<file path="src/rtl/user_event_queue.sv">
// PS/2 Set-2 scancode decoder with per-key hold tracking, auto-repeat and a
// show-ahead event FIFO with overflow reporting.
module user_event_queue #(
  parameter int unsigned FIFO_DEPTH    = 8,
  parameter logic [31:0] REPEAT_DELAY  = 32'd27_000_000,
  parameter logic [31:0] REPEAT_PERIOD = 32'd5_400_000,
  parameter logic [6:0]  REPEAT_MASK   = 7'b000_0111
) (
  input  logic       clk,
  input  logic       nrst,
  input  logic [7:0] ps2_key_data_i,
  input  logic       ps2_key_data_en_i,
  input  logic       user_event_rd_req_i,
  output logic [2:0] user_event_o,
  output logic       user_event_ready_o,
  output logic       overflow_o,
  output logic [6:0] held_keys_o
);

  localparam int unsigned AW    = $clog2(FIFO_DEPTH);
  localparam int unsigned OCC_W = AW + 1;
  localparam longint unsigned RPT_MAX =
    (REPEAT_DELAY > REPEAT_PERIOD) ? 64'(REPEAT_DELAY) : 64'(REPEAT_PERIOD);
  localparam int unsigned CW = $clog2(RPT_MAX + 64'd1);
  // Loads are one less than the interval so the push lands exactly N edges later.
  localparam logic [CW-1:0] DLY_LOAD = CW'(REPEAT_DELAY - 32'd1);
  localparam logic [CW-1:0] PER_LOAD = CW'(REPEAT_PERIOD - 32'd1);

  typedef enum logic [1:0] {S_IDLE, S_EXT, S_BRK, S_EXT_BRK} dec_state_e;

  dec_state_e       state_q, state_d;
  logic [6:0]       held_q, held_d;
  logic             rpt_active_q, rpt_active_d;
  logic [CW-1:0]    rpt_cnt_q, rpt_cnt_d;
  logic [2:0]       rpt_key_q, rpt_key_d;
  logic [2:0]       mem_q [FIFO_DEPTH];
  logic [AW-1:0]    wr_ptr_q, wr_ptr_d;
  logic [AW-1:0]    rd_ptr_q, rd_ptr_d;
  logic [OCC_W-1:0] occ_q, occ_d;
  logic             ovf_q, ovf_d;

  logic       is_e0, is_f0, ext, brk;
  logic [2:0] key_code;
  logic [6:0] key_oh;
  logic       key_valid, make_evt, brk_evt, make_push, make_rpt;
  logic       rpt_req, rpt_kill, rpt_push;
  logic       push_vld, full, empty, pop, wr_en;
  logic [2:0] push_code;

  function automatic logic [2:0] lookup(input logic is_ext, input logic [7:0] b);
    logic [2:0] c;
    c = '0;
    if (is_ext) begin
      case (b)
        8'h6B:   c = 3'd1;
        8'h74:   c = 3'd2;
        8'h72:   c = 3'd3;
        8'h75:   c = 3'd4;
        default: c = '0;
      endcase
    end else begin
      case (b)
        8'h29:   c = 3'd5;
        8'h4D:   c = 3'd6;
        8'h76:   c = 3'd7;
        default: c = '0;
      endcase
    end
    return c;
  endfunction

  always_comb begin
    is_e0     = (ps2_key_data_i == 8'hE0);
    is_f0     = (ps2_key_data_i == 8'hF0);
    ext       = (state_q == S_EXT) || (state_q == S_EXT_BRK);
    brk       = (state_q == S_BRK) || (state_q == S_EXT_BRK);
    key_code  = lookup(ext, ps2_key_data_i);
    key_valid = ps2_key_data_en_i && !is_e0 && !is_f0 && (key_code != '0);
    key_oh    = key_valid ? (7'd1 << (key_code - 3'd1)) : '0;
    make_evt  = key_valid && !brk;
    brk_evt   = key_valid && brk;
    make_push = make_evt && ((held_q & key_oh) == '0);
    make_rpt  = make_evt && ((REPEAT_MASK & key_oh) != '0);

    state_d = state_q;
    if (ps2_key_data_en_i) begin
      if (is_e0)      state_d = S_EXT;
      else if (is_f0) state_d = ext ? S_EXT_BRK : S_BRK;
      else            state_d = S_IDLE;
    end

    held_d = held_q;
    if (make_evt) held_d = held_q | key_oh;
    if (brk_evt)  held_d = held_q & ~key_oh;
  end

  // A waiting repeat yields to a decoded make and to any event that retargets
  // or stops the timer in the same cycle; it then sits at zero until free.
  always_comb begin
    rpt_req  = rpt_active_q && (rpt_cnt_q == '0);
    rpt_kill = brk_evt && rpt_active_q && (key_code == rpt_key_q);
    rpt_push = rpt_req && !make_push && !make_rpt && !rpt_kill;

    rpt_active_d = rpt_active_q;
    rpt_cnt_d    = rpt_cnt_q;
    rpt_key_d    = rpt_key_q;
    if (make_rpt) begin
      rpt_active_d = 1'b1;
      rpt_key_d    = key_code;
      rpt_cnt_d    = DLY_LOAD;
    end else if (rpt_kill) begin
      rpt_active_d = 1'b0;
      rpt_cnt_d    = '0;
    end else if (rpt_push) begin
      rpt_cnt_d    = PER_LOAD;
    end else if (rpt_active_q && (rpt_cnt_q != '0)) begin
      rpt_cnt_d    = rpt_cnt_q - CW'(1);
    end
  end

  always_comb begin
    push_vld  = make_push || rpt_push;
    push_code = make_push ? key_code : rpt_key_q;
    full      = (occ_q == OCC_W'(FIFO_DEPTH));
    empty     = (occ_q == '0);
    pop       = user_event_rd_req_i && !empty;
    wr_en     = push_vld && (!full || pop);
    ovf_d     = push_vld && full && !pop;

    wr_ptr_d = wr_en ? wr_ptr_q + AW'(1) : wr_ptr_q;
    rd_ptr_d = pop   ? rd_ptr_q + AW'(1) : rd_ptr_q;
    occ_d    = occ_q;
    if (wr_en && !pop)      occ_d = occ_q + OCC_W'(1);
    else if (!wr_en && pop) occ_d = occ_q - OCC_W'(1);
  end

  always_ff @(posedge clk or negedge nrst) begin
    if (!nrst) begin
      state_q      <= S_IDLE;
      held_q       <= '0;
      rpt_active_q <= 1'b0;
      rpt_cnt_q    <= '0;
      rpt_key_q    <= '0;
      wr_ptr_q     <= '0;
      rd_ptr_q     <= '0;
      occ_q        <= '0;
      ovf_q        <= 1'b0;
      for (int unsigned i = 0; i < FIFO_DEPTH; i++) mem_q[i] <= '0;
    end else begin
      state_q      <= state_d;
      held_q       <= held_d;
      rpt_active_q <= rpt_active_d;
      rpt_cnt_q    <= rpt_cnt_d;
      rpt_key_q    <= rpt_key_d;
      wr_ptr_q     <= wr_ptr_d;
      rd_ptr_q     <= rd_ptr_d;
      occ_q        <= occ_d;
      ovf_q        <= ovf_d;
      if (wr_en) mem_q[wr_ptr_q] <= push_code;
    end
  end

  assign user_event_o       = empty ? '0 : mem_q[rd_ptr_q];
  assign user_event_ready_o = !empty;
  assign overflow_o         = ovf_q;
  assign held_keys_o        = held_q;

endmodule

</file>
<file path="config.mk">
export PLATFORM = sky130hd
export DESIGN_NAME = user_event_queue
export DESIGN_NICKNAME = d
export VERILOG_FILES = /design/src/rtl/user_event_queue.sv
export SDC_FILE = /design/constraint.sdc
export NUM_CORES = 1
export LEC_CHECK = 0
export BUFFER_PORTS_ARGS = -buffer_cell sky130_fd_sc_hd__buf_2
export CAP_MARGIN = 5
export CORE_MARGIN = 2
export CORE_UTILIZATION = 52
export DETAILED_ROUTE_END_ITERATION = 7
export PLACE_DENSITY = 0.81
export REMOVE_ABC_BUFFERS = 1
export SYNTH_ARGS = -nofsm -noshare
export SYNTH_HDL_FRONTEND = slang
export SYNTH_SLANG_ARGS = --single-unit
</file>
<file path="constraint.sdc">
create_clock -name clk -period 8.24 [get_ports clk]
set_input_delay 0.412 -clock clk [delete_from_list [all_inputs] [get_ports clk]]
set_output_delay 0.412 -clock clk [all_outputs]
set_load 0.005 [all_outputs]
</file>
# Word-level counts from Yosys, hierarchy flattened

Cells that the tools add are included.

Add/sub/neg operators: 6
$lt $le $gt $ge: 3
Shift-type cells: 1
Equality and inequality tests: 14
Bitwise operators: 6
Reductions and logical operators: 45
Div/mod/pow operators: 0
Multipliers: 0
Mux-type cells: 25

Operator list:

| cell                  | number |
|---|---|
| $mux 25               | 4 |
| $eq 8x7->1 const B    | 6 |
| $logic_not 25->1      | 1 |
| $reduce_bool 25->1    | 1 |
| $sub 25x1->25 const B | 1 |
| $bwmux 24             | 1 |
| $logic_and 1x1->1     | 21 |
| $mux 7                | 3 |
| $mux 3                | 6 |
| $eq 8x8->1 const B    | 2 |
| $and 7x7->7           | 2 |
| $pmux 3 s4            | 1 |
| $logic_not 1->1       | 10 |
| $bmux 3 s3            | 1 |
| $demux 3 s3           | 1 |
| $pmux 3 s3            | 1 |
| $eq 8x6->1 const B    | 1 |
| $ge 4x4->1 const B    | 2 |
| $mux 4                | 2 |
| $not 3->4             | 2 |
| $logic_not 7->1       | 1 |
| $not 7->7             | 1 |
| $or 7x7->7            | 1 |
| $reduce_bool 7->1     | 1 |
| 17 further kinds      | 27 |

Flip-flop bits (word level): 73
Memories kept: 0
Bits in latches: 0
Output and inout port bits: 12
Word-level logic and storage cells: 117
Memory bits (read-only): 0
Input port bits: 12
RAM bits: 0

# Logic depth before layout (Yosys ltp)

Gate-level depths: netlist of the first run.

Depth in word-level cells: 19
Gate-level depth with buffers: 23
Gate-level depth less buffers: 22

# Worst setup path before layout of the first run

No wires, ideal clock.

Kind: in2reg
Start: in ps2_key_data_i[4]
End: reg occ_q[3]
Stages on the path: 23
Data arrival time: 4840 ps
Data required time: 8115 ps
Buffers on the path: 2
Slack: 3275 ps
Cells stage by stage: or3b_1 > or4_1 > buf_2 > o2bb2ai_2 > nor2_1 > ha_1 > nand2b_1 > a21o_1 > a2111oi_0 > mux2i_1 > a2111o_2 > and4_1 > a21oi_2 > buf_4 > nor2_1 > ha_1 > inv_1 > ha_1 > a21o_1 > a21oi_1 > xnor2_1 > nor2_1 > xor2_1

Cells in the longest elaborated chain, start to end: 18

RTL lines:

| what                                                    | line   | text |
|---|---|---|
| start, declared                                         | 11     | `input logic [7:0] ps2_key_data_i,` |
| $eq 8x7->1, or another cell as far along                | 54     | `case (b)` |
| $pmux 3 s4, or another cell as far along                | 54     |  |
| $mux 3 / $logic_and 1x1->1 (equally long branches)      | 53, 78 |  |
| $sub 3x1->3, or another cell as far along               | 79     | `key_oh = key_valid ? (7'd1 << (key_code - 3'd1)) : '0;` |
| $shl 1x3->7 / $logic_and 1x1->1 (equally long branches) | 79, 78 |  |
| $mux 7                                                  | 79     |  |
| $and 7x7->7                                             | 82     | `make_push = make_evt && ((held_q & key_oh) == '0);` |
| $logic_not 7->1                                         | 82     |  |
| $logic_and 1x1->1                                       | 82     |  |
| $logic_not 1->1                                         | 102    | `rpt_push = rpt_req && !make_push && !make_rpt && !rpt_kill;` |
| $logic_and 1x1->1 (3 in a row)                          | 102    |  |
| $logic_or 1x1->1 *                                      | 122    | `push_vld = make_push \|\| rpt_push;` |
| $logic_and 1x1->1 *                                     | 127    | `wr_en = push_vld && (!full \|\| pop);` |
| named net wr_en                                         | 47     | `logic push_vld, full, empty, pop, wr_en;` |
| $logic_not 1->1                                         | 134    | `else if (!wr_en && pop) occ_d = occ_q - OCC_W'(1);` |
| $logic_and 1x1->1                                       | 134    |  |
| $reduce_bool 2->1 (no line)                             | n/a    |  |
| end signal, assigned                                    | 146    | `occ_q <= '0;` |
| end signal, assigned                                    | 157    | `occ_q <= occ_d;` |
| end, declared                                           | 39     | `logic [OCC_W-1:0] occ_q, occ_d;` |

The timed path passes the listed nets; every way through them passes the cells marked *.
A chain may end at the register's enable or synchronous reset.

# Final worst setup path of the first run

Same ends and word-level chain as after synthesis.

==> reports/results.ini, run 1 <==
[run_status]
status=finished clean

[critical_path]
required_ps=8490
cp_cell_sequence=buf_2, or3b_1, or4_1, o2bb2ai_2, nor2_1, ha_1, nand2b_1, a21o_1, a2111oi_0, mux2i_1, a2111o_2, and4_1, a21oi_2, nor2_1, ha_1, inv_1, ha_1, a21o_1, a21oi_1, xnor2_1, nor2_1, xor2_1
path_class=in2reg
cp-end-kind=flip-flop
crit_path_top_delay_cell=or4_1
start_kind=input pin
arrival_ps=5710
worstPathMaxFanout=11
max_stage_delay_ps=540

[clock_network]
cts_made_buffers=9
cts-root-buf=clkbuf_8
clock_sinks=73
path_clk_slew_ps=90
post_cts_buffers=0
h-tree-depth=3
clock_path_buffers=2
clock_latency_ps=360
cts_resized=0
tritoncts=done
ctsHoldBuffers=0

[timing]
period_share=0.663
fmax_mhz=183
finalSetupViolCount=0
fin_setup_tns_ps=0
max_slew_margin=0.291
drv_slew=0
tightest_slew_ps=1060
fin_crit_ps=5460
skew_ps=9.76
hold_viol=0
whs_ps=247
rsz0062_at_grt=false

[yosys]
synth_adder_area_share=0.0252
synth-simple-area-share=0.207
synth_area_um2=4270
ys_warn_count=0
synth_xor_area_frac=0.0226
synth-compound-area-share=0.148
avgSynthCellArea_um2=9.90
async_flop_share=1.00
synth-edff-count=0
ys.flop_type=dfrtp_1
synth-seq-cells=73
syn_inst=431
synthMuxAreaShare=0.138
synth_top_family_by_area=simple AND/OR/NAND/NOR gates
synth_seq_area_share=0.428
synth_cell_type_count=66

[route]
first_iter_violations=243
dr.pass1.iters=5
vias_per_cell=6.20
wl_per_cell_um=17.1
ant_nets=0
via_count=3479
drt_wl_total_um=9570
route.detailed.drc=0

[global_routing]
grt-ovfl-total=0
grt_usage=0.228
grt_pass1_wl_um=16000
grt_pass1_vias=3468
grt_max_degree=74
antenna_found_initial=0

[place]
hpwl_um=6680
gp_congestion=0.893
port_buffers=23
dpl_cell_area_um2=4480

[die]
coreArea_um2=8090
die_h_um=94.6
io_pins=24
die_area_um2=8950
initial_core_util=0.527
fp.dieW_um=94.6
core.rowCount=33

[power_and_ir_drop]
power.leakage_nw=2.02
power-per-cell-area_nw_per_um2=260
irDropWorstVdd_uv=96.1
p_total_mw=1.21

[cells_and_area]
post-route-util=0.576
drive_gt1_frac=0.204
insertedDiodeCount=0
post-route-cell-area_um2=4660
synthToLayoutAreaGrowth_pct=9.24
nets=471

[hold_path]
hold_class=in2async

[job]
drv_cap=0

## cells by family (layout without fill, tap and decap cells)
kind of cell             after synthesis  after routing
multiplexers                          47             47
AND/OR/NAND/NOR                      166            166
adder cells (fa/ha/maj)                8              8
flip-flops                            73             73
XOR/XNOR                              11             11
AO/OA/AOI/OAI                         91             91
buffers and inverters                 35             60
## Yosys cell counts, drive strengths merged, types with 8 or more instances
library cell	instances	area share
dfrtp	73	0.43
nand2	42	0.037
nor2	35	0.031
mux2	33	0.087
o21ai	29	0.034
nor3	20	0.023
inv	17	0.015
a21oi	16	0.020
clkbuf	13	0.011
nand3	10	0.012
nand2b	9	0.013
nor4	9	0.016
a211oi	8	0.016
mux2i	8	0.019
xnor2	8	0.016
## cell type report
type,instances,area (µm²)
well taps,105,131
multi-input cells,323,2310
repair buffers,27,145
clock inverters,7,60.1
clock buffers,9,124
inverters,17,63.8
flip-flops and latches,73,1830
fillers,683,3430
## critical path, delay by kind of cell
kind            cells  cell delay [ps]
xor+xnor            2              270
mux                 1              160
compound gates      7             2300
buf+inv             2              240
simple gates        7             1620
fa+ha+maj           3              700
## routing by layer
layer | vias up | global-route usage | part of all wire
met5 | - | 0 | 0
met4 | 0 | 0.110 | 0.024
met3 | 23 | 0.0359 | 0.040
met2 | 101 | 0.374 | 0.48
met1 | 1718 | 0.297 | 0.45
li1 | 1637 | - | -
## cell usage in the layout (no fill, tap or decap), drive strengths merged, types with 4 or more instances in the layout
cell type  count
clkbuf         9
nor2          35
a211oi         8
mux2          33
or4            7
nand3b         4
nor4           9
nor3          20
nand2         42
mux4           6
ha             7
nand3         10
or3            7
dfrtp         73
o21ai         29
a21oi         16
mux2i          8
a2111oi        5
nand2b         9
buf           27
a21o           5
xnor2          8
inv           21
## sequential cells by signal, indices dropped and copies added (netlist names), named ones only
| register | flops |
|---|---|
| mem_q | 24 |
| rpt_key_q | 3 |
| rpt_active_q | 1 |
| rpt_cnt_q | 25 |
| state_q | 2 |
| occ_q | 4 |
| wr_ptr_q | 3 |
| rd_ptr_q | 3 |
| overflow_o | 1 |
## metrics by stage
stage,setup WS [ps],instances
floorplan,3110,413
global placement,2710,545
detailed placement,2470,545
CTS,2820,561
global route,2380,561
finish,2780,561
## path summary, 6_finish.rpt
check | slack, ps | to | start | depth (start not counted)
worst max-delay path | 2780 | occ_q[3] | ps2_key_data_i[4] | 22
worst min-delay path | 250 | state_q[0] | nrst | 2
worst max register to register | 3090 | occ_q[3] | state_q[0] | 21
worst min register to register | 500 | mem_q[13] | mem_q[13] | 1
max in group asynchronous | 7370 | state_q[1] | nrst | 2
min in group clk | 300 | state_q[1] | ps2_key_data_en_i | 2
## where the power goes
part / switching [mW] / internal [mW]
sequential: 0.113 / 0.447
combinational: 0.199 / 0.187
clock: 0.153 / 0.114
total: 0.465 / 0.749
No activity file was read; power rests on OpenSTA's default activity.
==> run 2, diff against run 1 <==
--- a/config.mk
+++ b/config.mk
@@ -5,12 +5,13 @@
 export SDC_FILE = /design/constraint.sdc
 export NUM_CORES = 1
 export LEC_CHECK = 0
+export ABC_AREA = 1
 export BUFFER_PORTS_ARGS = -buffer_cell sky130_fd_sc_hd__buf_2
 export CAP_MARGIN = 5
 export CORE_MARGIN = 2
 export CORE_UTILIZATION = 52
 export DETAILED_ROUTE_END_ITERATION = 7
-export PLACE_DENSITY = 0.81
+export PLACE_DENSITY = 0.83
 export REMOVE_ABC_BUFFERS = 1
 export SYNTH_ARGS = -nofsm -noshare
 export SYNTH_HDL_FRONTEND = slang
==> constraint.sdc (replaced) <==
create_clock -name clk -period 5 [get_ports clk]
set_input_delay 0.25 -clock clk [delete_from_list [all_inputs] [get_ports clk]]
set_output_delay 0.25 -clock clk [all_outputs]
set_load 0.005 [all_outputs]
==> reports/results.ini, run 2 <==
[clock_network]
post_cts_buffers=0  ; unchanged
path_clk_slew_ps=80  ; about the same
clock_latency_ps=350  ; about the same
cts-root-buf=clkbuf_8
clock_sinks=73  ; unchanged
cts_made_buffers=9  ; unchanged
ctsHoldBuffers=0  ; unchanged
h-tree-depth=3  ; unchanged
cts_resized=0  ; unchanged
clock_path_buffers=2  ; unchanged
tritoncts=done

[global_routing]
grt-ovfl-total=0  ; unchanged
grt_usage=0.233  ; +0.00430
grt_pass1_wl_um=18900  ; +18%
grt_pass1_vias=4288  ; +24%
antenna_found_initial=0  ; unchanged
grt_max_degree=74  ; unchanged

[yosys]
avgSynthCellArea_um2=7.46  ; -25%
synth_xor_area_frac=0.0502  ; +0.0276
synth-edff-count=0  ; unchanged
synth_adder_area_share=0.0228  ; -0.00237
synthMuxAreaShare=0.00239  ; -0.135
synth-compound-area-share=0.0712  ; -0.0763
synth-simple-area-share=0.389  ; +0.182
synth_cell_type_count=42  ; -36%
synth_area_leaders=dfrtp_1, nand2_1, nand3_1
synth_top_cell_area_share=0.388  ; -0.0403
synth_seq_area_share=0.388  ; -0.0403
syn_inst=631  ; +46%
yosysTopAreaCell=dfrtp_1
ys_warn_count=0  ; unchanged
synth_top_family_by_area=simple AND/OR/NAND/NOR gates
synth_most_common_cell=nand2_1
synthTopCellsByCount=nand2_1, nor2_1, dfrtp_1
ys.flop_type=dfrtp_1
synth-seq-cells=73  ; unchanged
synth_area_um2=4710  ; +10%
async_flop_share=1.00  ; unchanged

[timing]
max_slew_margin=0.390  ; +0.0992
fin_crit_ps=3780
rsz0062_at_grt=false
fmax_mhz=265
finalSetupViolCount=0  ; unchanged
hold_viol=0  ; unchanged
drv_slew=0  ; unchanged
period_share=0.756
whs_ps=7.73  ; -239 ps
tightest_slew_ps=915  ; -145 ps
skew_ps=8.78  ; -0.971 ps
fin_setup_tns_ps=0  ; unchanged

[power_and_ir_drop]
p_total_mw=2.12  ; +75%
power-per-cell-area_nw_per_um2=421  ; +62%
irDropWorstVdd_uv=295  ; +210%
power.leakage_nw=2.57  ; +27%

[die]
coreArea_um2=8760  ; +8.3%
fp.dieW_um=99.2  ; +4.8%
core.rowCount=34  ; +3.0%
die_h_um=99.2  ; +4.8%
initial_core_util=0.537  ; +0.0102
io_pins=24  ; unchanged
die_area_um2=9830  ; +9.9%

[place]
dpl_cell_area_um2=4860  ; +8.5%
port_buffers=23  ; unchanged
gp_congestion=0.890  ; -0.34%
hpwl_um=7290  ; +9.2%

[critical_path]
cp_cell_sequence=inv_1, nand3_1, nand2_4, inv_6, nor2_2, ha_1, inv_1, nor3_2, o21ai_4, nand3_2, o21ai_4, nand2_2, inv_1, ha_1, inv_1, ha_1, a21o_1, a21oi_1, nor2_1, nor2_1, nand2_1, xor2_1
path_class=reg2reg
crit_path_top_delay_cell=dfrtp_1
path_buf_inv=5  ; +3
r2r_cells=22  ; +4.8%
cp-end-kind=flip-flop
cp_common_cell=inv_1
arrival_ps=4020  ; -1690 ps
required_ps=5240  ; -3250 ps
startpoint=state_q[0]
worst-r2r-setup-slack_ps=1220  ; -1870 ps
worstPathMaxFanout=27  ; +16
start_kind=flip-flop
crit_end=occ_q[3]
reg2reg_to=occ_q[3]
worstReg2RegStart=state_q[0]
cp_top_family=simple AND/OR/NAND/NOR gates
worstSetupPathDepth=22  ; unchanged
max_stage_delay_ps=430  ; -110 ps

[route]
dr.pass1.iters=5  ; unchanged
first_iter_violations=268  ; +10%
via_count=4295  ; +23%
vias_per_cell=5.63  ; -9.2%
drt_wl_total_um=10500  ; +10%
route.detailed.drc=0  ; unchanged
ant_nets=0  ; unchanged
wl_per_cell_um=13.8  ; -19%

[cells_and_area]
synthToLayoutAreaGrowth_pct=6.99
nets=670  ; +42%
post-route-cell-area_um2=5040  ; +8.1%
final_common_cell=nand2_1
drive_gt1_frac=0.137  ; -0.0665
largest_reg_flops=25  ; unchanged
final_cell_mix=nand2_1, nor2_1, dfrtp_1
top_register=rpt_cnt_q
insertedDiodeCount=0  ; unchanged
reg_top3=rpt_cnt_q (25), mem_q (24), occ_q (4)

[job]
drv_cap=0  ; unchanged

[run_status]
status=finished clean

[hold_path]
hold_class=in2async

run 2: routing by layer:
| layer | vias to the layer above | track usage | wire [µm] |
|---|---|---|---|
| li1 | 2105 | - | - |
| met1 | 2054 | 0.295 | 4640 |
| met2 | 120 | 0.398 | 5180 |
| met3 | 16 | 0.0450 | 517 |
| met4 | 0 | 0.0832 | 193 |
| met5 | - | 0 | 0 |
run 2: worst min path at each step:
stage	from	to	slack, ps
CTS	nrst	rpt_cnt_q[7]	70
global route	nrst	rpt_cnt_q[10]	110
detailed placement	nrst	rpt_cnt_q[7]	450
floorplan	nrst	asynchronous set/reset pin	-50
global placement	nrst	rpt_cnt_q[10]	440
finish	nrst	rpt_cnt_q[7]	8
run 2: stage by stage:
stage          cells  worst slack [ps]  utilization
2_1_floorplan    613              1090            -
3_3_place_gp     747              1280        0.554
3_5_place_dp     747              1080        0.554
4_1_cts          763              1220        0.575
5_1_grt          763               843        0.575
6_report         763              1220        0.575
run 2: final cells by class:
type | count | area, µm²
flip-flops and latches | 73 | 1830
well taps | 108 | 135
inverters | 60 | 233
multi-input cells | 480 | 2520
clock inverters | 6 | 42.5
fillers | 793 | 3720
clock buffers | 10 | 138
repair buffers | 26 | 140
run 2: where the power goes:
part	switching (mW)	leakage (nW)	internal (mW)
sequential	0.157	0.963	0.719
clock	0.237	0.0887	0.194
combinational	0.494	1.52	0.318
total	0.888	2.57	1.23
run 2: worst register-to-register path: stages, from the launching register on:
cell	delay, ps
dfrtp_1	430
inv_1	160
nand3_1	140
nand2_4	150
inv_6	60
nor2_2	130
ha_1	290
inv_1	140
nor3_2	80
o21ai_4	300
nand3_2	210
o21ai_4	170
nand2_2	100
inv_1	90
ha_1	180
inv_1	90
ha_1	280
a21o_1	180
a21oi_1	150
nor2_1	60
nor2_1	80
nand2_1	60
xor2_1	140
run 2: kinds of logic (layout without fill, tap and decap cells):
kind of cell | after synthesis | after routing
AOI/OAI and AO/OA | 57 | 57
DFF | 73 | 73
muxes | 1 | 1
adders and majority gates | 8 | 8
buffers and inverters | 78 | 102
xor gates and xnor gates | 27 | 27
and+or+nand+nor | 387 | 387
